**src/rtl/tlul_pkg.sv**
```systemverilog
// TL-UL channel types, opcodes and widths shared by the debug host and its bench.
// Latency: n/a (type definitions only).
// Backpressure: n/a; a_ready/d_ready live inside the channel structs.
package tlul_pkg;

  localparam int TL_AW  = 32;
  localparam int TL_DW  = 32;
  localparam int TL_DBW = TL_DW / 8;
  localparam int TL_AIW = 8;
  localparam int TL_DIW = 1;
  localparam int TL_SZW = 2;

  typedef enum logic [2:0] {
    PutFullData    = 3'h0,
    PutPartialData = 3'h1,
    Get            = 3'h4
  } tl_a_op_e;

  typedef enum logic [2:0] {
    AccessAck     = 3'h0,
    AccessAckData = 3'h1
  } tl_d_op_e;

  typedef struct packed {
    logic [4:0] rsvd;
    logic [3:0] instr_type;
    logic [6:0] cmd_intg;
    logic [6:0] data_intg;
  } tl_a_user_t;

  // instr_type 4'h9 marks a data (not instruction) access.
  localparam tl_a_user_t TL_A_USER_DEFAULT = '{
    rsvd:       5'h0,
    instr_type: 4'h9,
    cmd_intg:   7'h0,
    data_intg:  7'h0
  };

  typedef struct packed {
    logic [6:0] rsp_intg;
    logic [6:0] data_intg;
  } tl_d_user_t;

  typedef struct packed {
    logic                a_valid;
    tl_a_op_e            a_opcode;
    logic [2:0]          a_param;
    logic [TL_SZW-1:0]   a_size;
    logic [TL_AIW-1:0]   a_source;
    logic [TL_AW-1:0]    a_address;
    logic [TL_DBW-1:0]   a_mask;
    logic [TL_DW-1:0]    a_data;
    tl_a_user_t          a_user;
    logic                d_ready;
  } tl_h2d_t;

  typedef struct packed {
    logic                d_valid;
    tl_d_op_e            d_opcode;
    logic [2:0]          d_param;
    logic [TL_SZW-1:0]   d_size;
    logic [TL_AIW-1:0]   d_source;
    logic [TL_DIW-1:0]   d_sink;
    logic [TL_DW-1:0]    d_data;
    tl_d_user_t          d_user;
    logic                d_error;
    logic                a_ready;
  } tl_d2h_t;

endpackage

```
**src/rtl/tl_dbg_host.sv**
```systemverilog
// Single-outstanding TL-UL host: turns a cmd handshake into one A request and returns the D result.
// Latency: cmd handshake -> a_valid 1 cycle; matching D beat -> rsp_valid_o 1 cycle; timeout after TimeoutCycles.
// Backpressure: cmd_ready_o only in IDLE; A held until a_ready; d_ready low while a result waits for rsp_ready_i.
//
// Ports:
//   clk_i, rst_i            clock, synchronous active-high reset
//   cmd_*                   command in (valid/ready): write flag, byte address, data, byte mask
//   rsp_*                   result out (valid/ready): read data, device error, timeout flag
//   tl_h2d_o / tl_d2h_i     TL-UL host/device channels
//   stray_cnt_o             saturating count of accepted D beats that matched no request
module tl_dbg_host
  import tlul_pkg::*;
#(
  parameter int                TimeoutCycles = 1024,
  parameter logic [TL_AIW-1:0] SourceId      = '0
) (
  input  logic              clk_i,
  input  logic              rst_i,
  input  logic              cmd_valid_i,
  output logic              cmd_ready_o,
  input  logic              cmd_write_i,
  input  logic [TL_AW-1:0]  cmd_addr_i,
  input  logic [TL_DW-1:0]  cmd_wdata_i,
  input  logic [TL_DBW-1:0] cmd_mask_i,
  output logic              rsp_valid_o,
  input  logic              rsp_ready_i,
  output logic [TL_DW-1:0]  rsp_rdata_o,
  output logic              rsp_error_o,
  output logic              rsp_timeout_o,
  output tl_h2d_t           tl_h2d_o,
  input  tl_d2h_t           tl_d2h_i,
  output logic [7:0]        stray_cnt_o
);

  localparam logic [1:0] ST_IDLE   = 2'd0;
  localparam logic [1:0] ST_REQ    = 2'd1;
  localparam logic [1:0] ST_WAIT_D = 2'd2;
  localparam logic [1:0] ST_RSP    = 2'd3;

  localparam logic [31:0] TmoLast = (TimeoutCycles == 0) ? 32'd0 : 32'(TimeoutCycles - 1);

  logic [1:0]        state_q;
  logic              cmd_write_q;
  logic [TL_AW-3:0]  cmd_word_q;
  logic [TL_DW-1:0]  cmd_wdata_q;
  logic [TL_DBW-1:0] cmd_mask_q;
  logic [TL_DW-1:0]  rsp_rdata_q;
  logic              rsp_error_q;
  logic              rsp_timeout_q;
  logic [7:0]        stray_cnt_q;
  logic [31:0]       tmo_cnt_q;

  logic     a_hs;
  logic     d_acc;
  logic     d_match;
  logic     d_stray;
  logic     tmo_hit;
  logic     busy;
  tl_a_op_e a_opcode;

  assign busy  = (state_q == ST_REQ) || (state_q == ST_WAIT_D);
  assign a_hs  = (state_q == ST_REQ) && tl_d2h_i.a_ready;
  // Every D beat offered while d_ready is high is consumed, wanted or not.
  assign d_acc = tl_d2h_i.d_valid && (state_q != ST_RSP);
  // A beat can only belong to our request once the A side has been accepted,
  // which includes the cycle of the A handshake itself.
  assign d_match = d_acc && (tl_d2h_i.d_source == SourceId) &&
                   ((state_q == ST_WAIT_D) || a_hs);
  assign d_stray = d_acc && !d_match;
  assign tmo_hit = (TimeoutCycles != 0) && busy && (tmo_cnt_q == TmoLast) && !d_match;

  always_comb begin
    a_opcode = Get;
    if (cmd_write_q) begin
      a_opcode = (cmd_mask_q == {TL_DBW{1'b1}}) ? PutFullData : PutPartialData;
    end
  end

  always_comb begin
    tl_h2d_o           = '0;
    tl_h2d_o.a_valid   = (state_q == ST_REQ);
    tl_h2d_o.a_opcode  = a_opcode;
    tl_h2d_o.a_param   = 3'd0;
    tl_h2d_o.a_size    = TL_SZW'(2);
    tl_h2d_o.a_source  = SourceId;
    tl_h2d_o.a_address = {cmd_word_q, 2'b00};
    tl_h2d_o.a_mask    = cmd_write_q ? cmd_mask_q : {TL_DBW{1'b1}};
    tl_h2d_o.a_data    = cmd_write_q ? cmd_wdata_q : '0;
    tl_h2d_o.a_user    = TL_A_USER_DEFAULT;
    tl_h2d_o.d_ready   = (state_q != ST_RSP);
  end

  always_ff @(posedge clk_i) begin
    if (rst_i) begin
      state_q       <= ST_IDLE;
      cmd_write_q   <= 1'b0;
      cmd_word_q    <= '0;
      cmd_wdata_q   <= '0;
      cmd_mask_q    <= '0;
      rsp_rdata_q   <= '0;
      rsp_error_q   <= 1'b0;
      rsp_timeout_q <= 1'b0;
      stray_cnt_q   <= 8'd0;
      tmo_cnt_q     <= 32'd0;
    end else begin
      case (state_q)
        ST_IDLE: begin
          if (cmd_valid_i) begin
            cmd_write_q <= cmd_write_i;
            cmd_word_q  <= cmd_addr_i[TL_AW-1:2];
            cmd_wdata_q <= cmd_wdata_i;
            cmd_mask_q  <= cmd_mask_i;
            tmo_cnt_q   <= 32'd0;
            state_q     <= ST_REQ;
          end
        end
        ST_REQ, ST_WAIT_D: begin
          tmo_cnt_q <= tmo_cnt_q + 32'd1;
          // Completion wins over a timeout landing in the same cycle.
          if (d_match) begin
            rsp_error_q   <= tl_d2h_i.d_error;
            rsp_rdata_q   <= cmd_write_q ? '0 : tl_d2h_i.d_data;
            rsp_timeout_q <= 1'b0;
            state_q       <= ST_RSP;
          end else if (tmo_hit) begin
            rsp_error_q   <= 1'b1;
            rsp_rdata_q   <= '0;
            rsp_timeout_q <= 1'b1;
            state_q       <= ST_RSP;
          end else if (a_hs) begin
            state_q <= ST_WAIT_D;
          end
        end
        ST_RSP: begin
          if (rsp_ready_i) begin
            state_q <= ST_IDLE;
          end
        end
        default: state_q <= ST_IDLE;
      endcase

      if (d_stray && (stray_cnt_q != 8'hFF)) begin
        stray_cnt_q <= stray_cnt_q + 8'd1;
      end
    end
  end

  assign cmd_ready_o   = (state_q == ST_IDLE);
  assign rsp_valid_o   = (state_q == ST_RSP);
  assign rsp_rdata_o   = rsp_rdata_q;
  assign rsp_error_o   = rsp_error_q;
  assign rsp_timeout_o = rsp_timeout_q;
  assign stray_cnt_o   = stray_cnt_q;

  logic unused_d2h;
  assign unused_d2h = ^{tl_d2h_i.d_opcode, tl_d2h_i.d_param, tl_d2h_i.d_size,
                        tl_d2h_i.d_sink, tl_d2h_i.d_user, cmd_addr_i[1:0]};

endmodule

```
**config.mk**
```make
export PLATFORM = sky130hd
export DESIGN_NAME = tl_dbg_host
export DESIGN_NICKNAME = d
export VERILOG_FILES = /design/src/rtl/tlul_pkg.sv /design/src/rtl/tl_dbg_host.sv
export SDC_FILE = /design/constraint.sdc
export NUM_CORES = 1
export LEC_CHECK = 0
export CAP_MARGIN = 0
export CORE_ASPECT_RATIO = 2
export CORE_MARGIN = 3
export CORE_UTILIZATION = 25
export CTS_CLUSTER_DIAMETER = 50
export DETAILED_ROUTE_END_ITERATION = 12
export GPL_ROUTABILITY_DRIVEN = 0
export GPL_TIMING_DRIVEN = 0
export PLACE_DENSITY = 0.65
export SYNTH_ARGS = -nofsm -noshare
export SYNTH_HDL_FRONTEND = slang
export SYNTH_SLANG_ARGS = --single-unit
```
**constraint.sdc**
```tcl
create_clock -name clk_i -period 2.2 [get_ports clk_i]
set_clock_uncertainty 0.1 [all_clocks]
set_input_delay 0.44 -clock clk_i [delete_from_list [all_inputs] [get_ports clk_i]]
set_output_delay 0.44 -clock clk_i [all_outputs]
set_load 0.1 [all_outputs]
```
==> impl_metrics.prom <==
# TYPE chip_impl_metric gauge
chip_impl_metric{name="routedWlPerCell",unit="um"} 16.2
chip_impl_metric{name="ys.warnings.count",unit=""} 0
chip_impl_info{name="synth.cells.most_frequent",value="nand2_1, dfxtp_1, a21oi_1, buf_4, and2_1"} 1
chip_impl_metric{name="worst_pin_slew",unit="ns"} 1.01
chip_impl_info{name="tritoncts",value="yes"} 1
chip_impl_info{name="synth-main-ff-cell",value="dfxtp_1"} 1
chip_impl_metric{name="area.growth.synth_to_final",unit="%"} 57.3
chip_impl_metric{name="netlist.area_leader.share",unit="%"} 45.2
chip_impl_metric{name="antenna_cells",unit=""} 0
chip_impl_metric{name="core_region_area",unit="sq um"} 24700
chip_impl_info{name="crit_path_end_kind",value="output pin"} 1
chip_impl_metric{name="die_x",unit="um"} 119
chip_impl_info{name="post-synth-top-area-cell",value="dfxtp_1"} 1
chip_impl_metric{name="vert_die_dim",unit="um"} 231
chip_impl_metric{name="path_clk_slew",unit="ns"} 0.06
chip_impl_metric{name="clock_latency",unit="ns"} 0.43
chip_impl_metric{name="yosysSeqAreaShare",unit="%"} 45.2
chip_impl_metric{name="detailroute.via_count",unit=""} 6200
chip_impl_info{name="critPathSlowestCell",value="clkdlybuf4s15_1"} 1
chip_impl_metric{name="dp_slack",unit="ns"} -0.827
chip_impl_metric{name="yosysUniqueCellTypes",unit=""} 56
chip_impl_metric{name="die_area",unit="sq um"} 27400
chip_impl_metric{name="n_fill_cell",unit=""} 2567
chip_impl_metric{name="synth_enable_flop_cells",unit=""} 0
chip_impl_info{name="clk_root_buffer_cell",value="clkbuf_16"} 1
chip_impl_metric{name="antenna_violations_before_repair",unit=""} 0
chip_impl_metric{name="max_stage_delay",unit="ns"} 0.86
chip_impl_metric{name="wl_met2",unit="mm"} 12.5
chip_impl_metric{name="leakage",unit="nW"} 4.02
chip_impl_info{name="grt_setup_unrepaired",value="false"} 1
chip_impl_info{name="yosysMostFrequentCell",value="nand2_1"} 1
chip_impl_metric{name="start_util",unit="%"} 25.6
chip_impl_metric{name="fp-row-count",unit=""} 81
chip_impl_info{name="timing.hold.worst.class",value="in2reg"} 1
chip_impl_metric{name="ioPinCount",unit=""} 292
chip_impl_metric{name="vdd.ir_drop.worst",unit="V"} 0.000537
chip_impl_metric{name="portBuffers",unit=""} 226
chip_impl_metric{name="cp_num_buf_inv",unit=""} 1
chip_impl_metric{name="async_flop_share",unit="%"} 0
chip_impl_info{name="critical-path-top-delay-family",value="buffers and inverters"} 1
chip_impl_metric{name="final_hold_violation_count",unit=""} 0
chip_impl_info{name="crit_chain",value="clkdlybuf4s15_1"} 1
chip_impl_metric{name="design.final.nets",unit=""} 1164
chip_impl_info{name="top_layer_used_by_detailed_routing",value="met4"} 1
chip_impl_metric{name="setup_ws",unit="ns"} 0.0357
chip_impl_metric{name="ys_ff_latch",unit=""} 143
chip_impl_metric{name="avgViaCountPerCell",unit=""} 4.55
chip_impl_metric{name="post_cts_hold_buffer_count",unit=""} 0
chip_impl_metric{name="worst_ep_arrival_time",unit="ns"} 1.62
chip_impl_metric{name="grt_pass1_wl",unit="mm"} 34.2
chip_impl_metric{name="grt_max_degree",unit=""} 17
chip_impl_metric{name="design_power_total",unit="W"} 0.00769
chip_impl_metric{name="drive_gt1_share",unit="%"} 21.5
chip_impl_metric{name="cts_buffers",unit=""} 17
chip_impl_metric{name="drt-total-wl",unit="mm"} 22.1
chip_impl_metric{name="synth_cell_area",unit="sq um"} 6340
chip_impl_metric{name="finalCritPeriodShare",unit="%"} 98.4
chip_impl_metric{name="fin_cells",unit=""} 1364
chip_impl_metric{name="place.detailed.hpwl",unit="mm"} 17.0
chip_impl_metric{name="drt_iter0_drc",unit=""} 383
chip_impl_metric{name="cts.sink_count",unit=""} 143
chip_impl_info{name="path_class",value="reg2out"} 1
chip_impl_metric{name="htree_num_levels",unit=""} 4
chip_impl_metric{name="post_detailed_route_count_of_antenna_violating_nets",unit=""} 0
chip_impl_metric{name="first_global_vias",unit=""} 6231
chip_impl_metric{name="report.final.setup_viol",unit=""} 0
chip_impl_metric{name="route.layer.met1.wl",unit="mm"} 7.81
chip_impl_metric{name="maxCapViolations",unit=""} 0
chip_impl_metric{name="cellPowerDensity",unit="nW/um^2"} 771
chip_impl_info{name="crit_path_start_kind",value="flip-flop"} 1
chip_impl_metric{name="crit_required",unit="ns"} 1.66
chip_impl_metric{name="grt_use_total",unit="%"} 16.0
chip_impl_metric{name="route.met3.wl",unit="mm"} 1.26
chip_impl_metric{name="cell_count_post_placement",unit=""} 1325
chip_impl_info{name="synth_area_leaders",value="dfxtp_1, nand2_1, a21oi_1"} 1
chip_impl_metric{name="global_route.overflow_total",unit=""} 0
chip_impl_metric{name="maximum_fanout_encountered_on_the_critical_timing_path",unit=""} 2
chip_impl_metric{name="max-clock-path-buffers",unit=""} 2
chip_impl_metric{name="cells_after_synth",unit=""} 730
chip_impl_info{name="run_status",value="completed"} 1
chip_impl_metric{name="relSlewSlack",unit="%"} 32.6
chip_impl_metric{name="final-max-slew-violation-count",unit=""} 0
chip_impl_metric{name="min_period",unit="ns"} 2.16
chip_impl_metric{name="syn_area_per_cell",unit="sq um"} 8.68
chip_impl_metric{name="total_drc_errors_in_the_routed_layout",unit=""} 0
chip_impl_metric{name="max_freq",unit="GHz"} 0.462
chip_impl_metric{name="drt_first_pass_iters",unit=""} 4
placed cells by master, fill, tap and decap left out, types with 12 or more instances in the layout:
cell type / instances
nand2_1: 158
dfxtp_1: 134
clkdlybuf4s50_1: 105
a21oi_1: 87
buf_4: 59
conb_1: 39
and2_1: 33
clkdlybuf4s15_1: 33
a22o_1: 30
clkbuf_2: 27
buf_6: 22
clkbuf_1: 17
clkbuf_16: 17
nor2_1: 14
clkdlybuf4s15_2: 14
or4_1: 13
mux2i_1: 12
or3_1: 12
flip-flops by register name (all words and copies together), names as in the netlist:
register / flops
cmd_mask_q: 4
cmd_wdata_q: 32
cmd_word_q: 30
cmd_write_q: 1
rsp_error_o: 1
rsp_rdata_o: 32
rsp_timeout_o: 1
state_q: 2
stray_cnt_o: 8
tmo_cnt_q: 32
kinds of logic (layout without fill, tap and decap cells):
kind of cell,Yosys count,after routing,synth area share (%)
buffers and inverters,96,361,9.43
xor gates and xnor gates,8,8,1.11
and+or+nand+nor,306,306,24.1
AOI/OAI and AO/OA,153,153,16.2
other,2,39,0.118
adders and majority gates,6,6,1.18
DFF,143,143,45.2
muxes,16,16,2.72
where the power goes:
part	switching (W)	leakage (nW)	total, W	internal (W)
clock network	0.00121	0.308	0.00315	0.00195
registers	0.0000603	1.17	0.00276	0.00270
logic	0.00128	2.54	0.00178	0.000501
through the flow:
stage,hold slack [ns],setup TNS (ns),area (sq um),utilization [%]
global placement,0.337,-75.93,9230,37.3
detailed placement,0.344,-77.26,9230,37.3
global route,0.349,0,9970,40.3
floorplan,0.332,-0.115,6550,-
finish,0.331,0,9970,40.3
CTS,0.316,0,9940,40.2
routing by layer:
layer	global-route usage, %	up-vias
met2	31.5	218
met4	6.42	0
met1	15.4	2902
met3	4.10	31
met5	0	-
li1	-	3049
worst paths after layout:
path,start,end,slack (ns),depth (start not counted)
worst min-delay path,rst_i,tmo_cnt_q[31]$_SDFFE_PP0P_,0.33,3
worst max register to register,state_q[1]$_SDFFE_PP0P_,rsp_rdata_o[2]$_SDFFE_PP0P_,0.05,7
worst min register to register,cmd_wdata_q[16]$_SDFFE_PP0P_,cmd_wdata_q[16]$_SDFFE_PP0P_,0.35,2
worst max-delay path,cmd_word_q[26]$_SDFFE_PP0P_,tl_h2d_o[88],0.04,1
layout make-up:
| type | count | area (sq um) | area share (%) |
|---|---|---|---|
| inverter | 11 | 45.0 | 0.452 |
| sequential | 143 | 2880 | 28.8 |
| clock inverter | 14 | 205 | 2.06 |
| timing repair buffer | 233 | 2210 | 22.2 |
| multi-input combinational | 528 | 3180 | 31.9 |
| clock buffer | 18 | 439 | 4.40 |
| tap | 332 | 415 | 4.17 |
| buffer | 85 | 594 | 5.96 |
repair_timing:
item	4_1_cts	5_1_grt
setup buffers	4	1
setup endpoints to repair	205	110
pin swaps	5	6
cloned	2	0
gates resized for setup	395	87
Note: power is estimated with default switching activity, not from simulation.
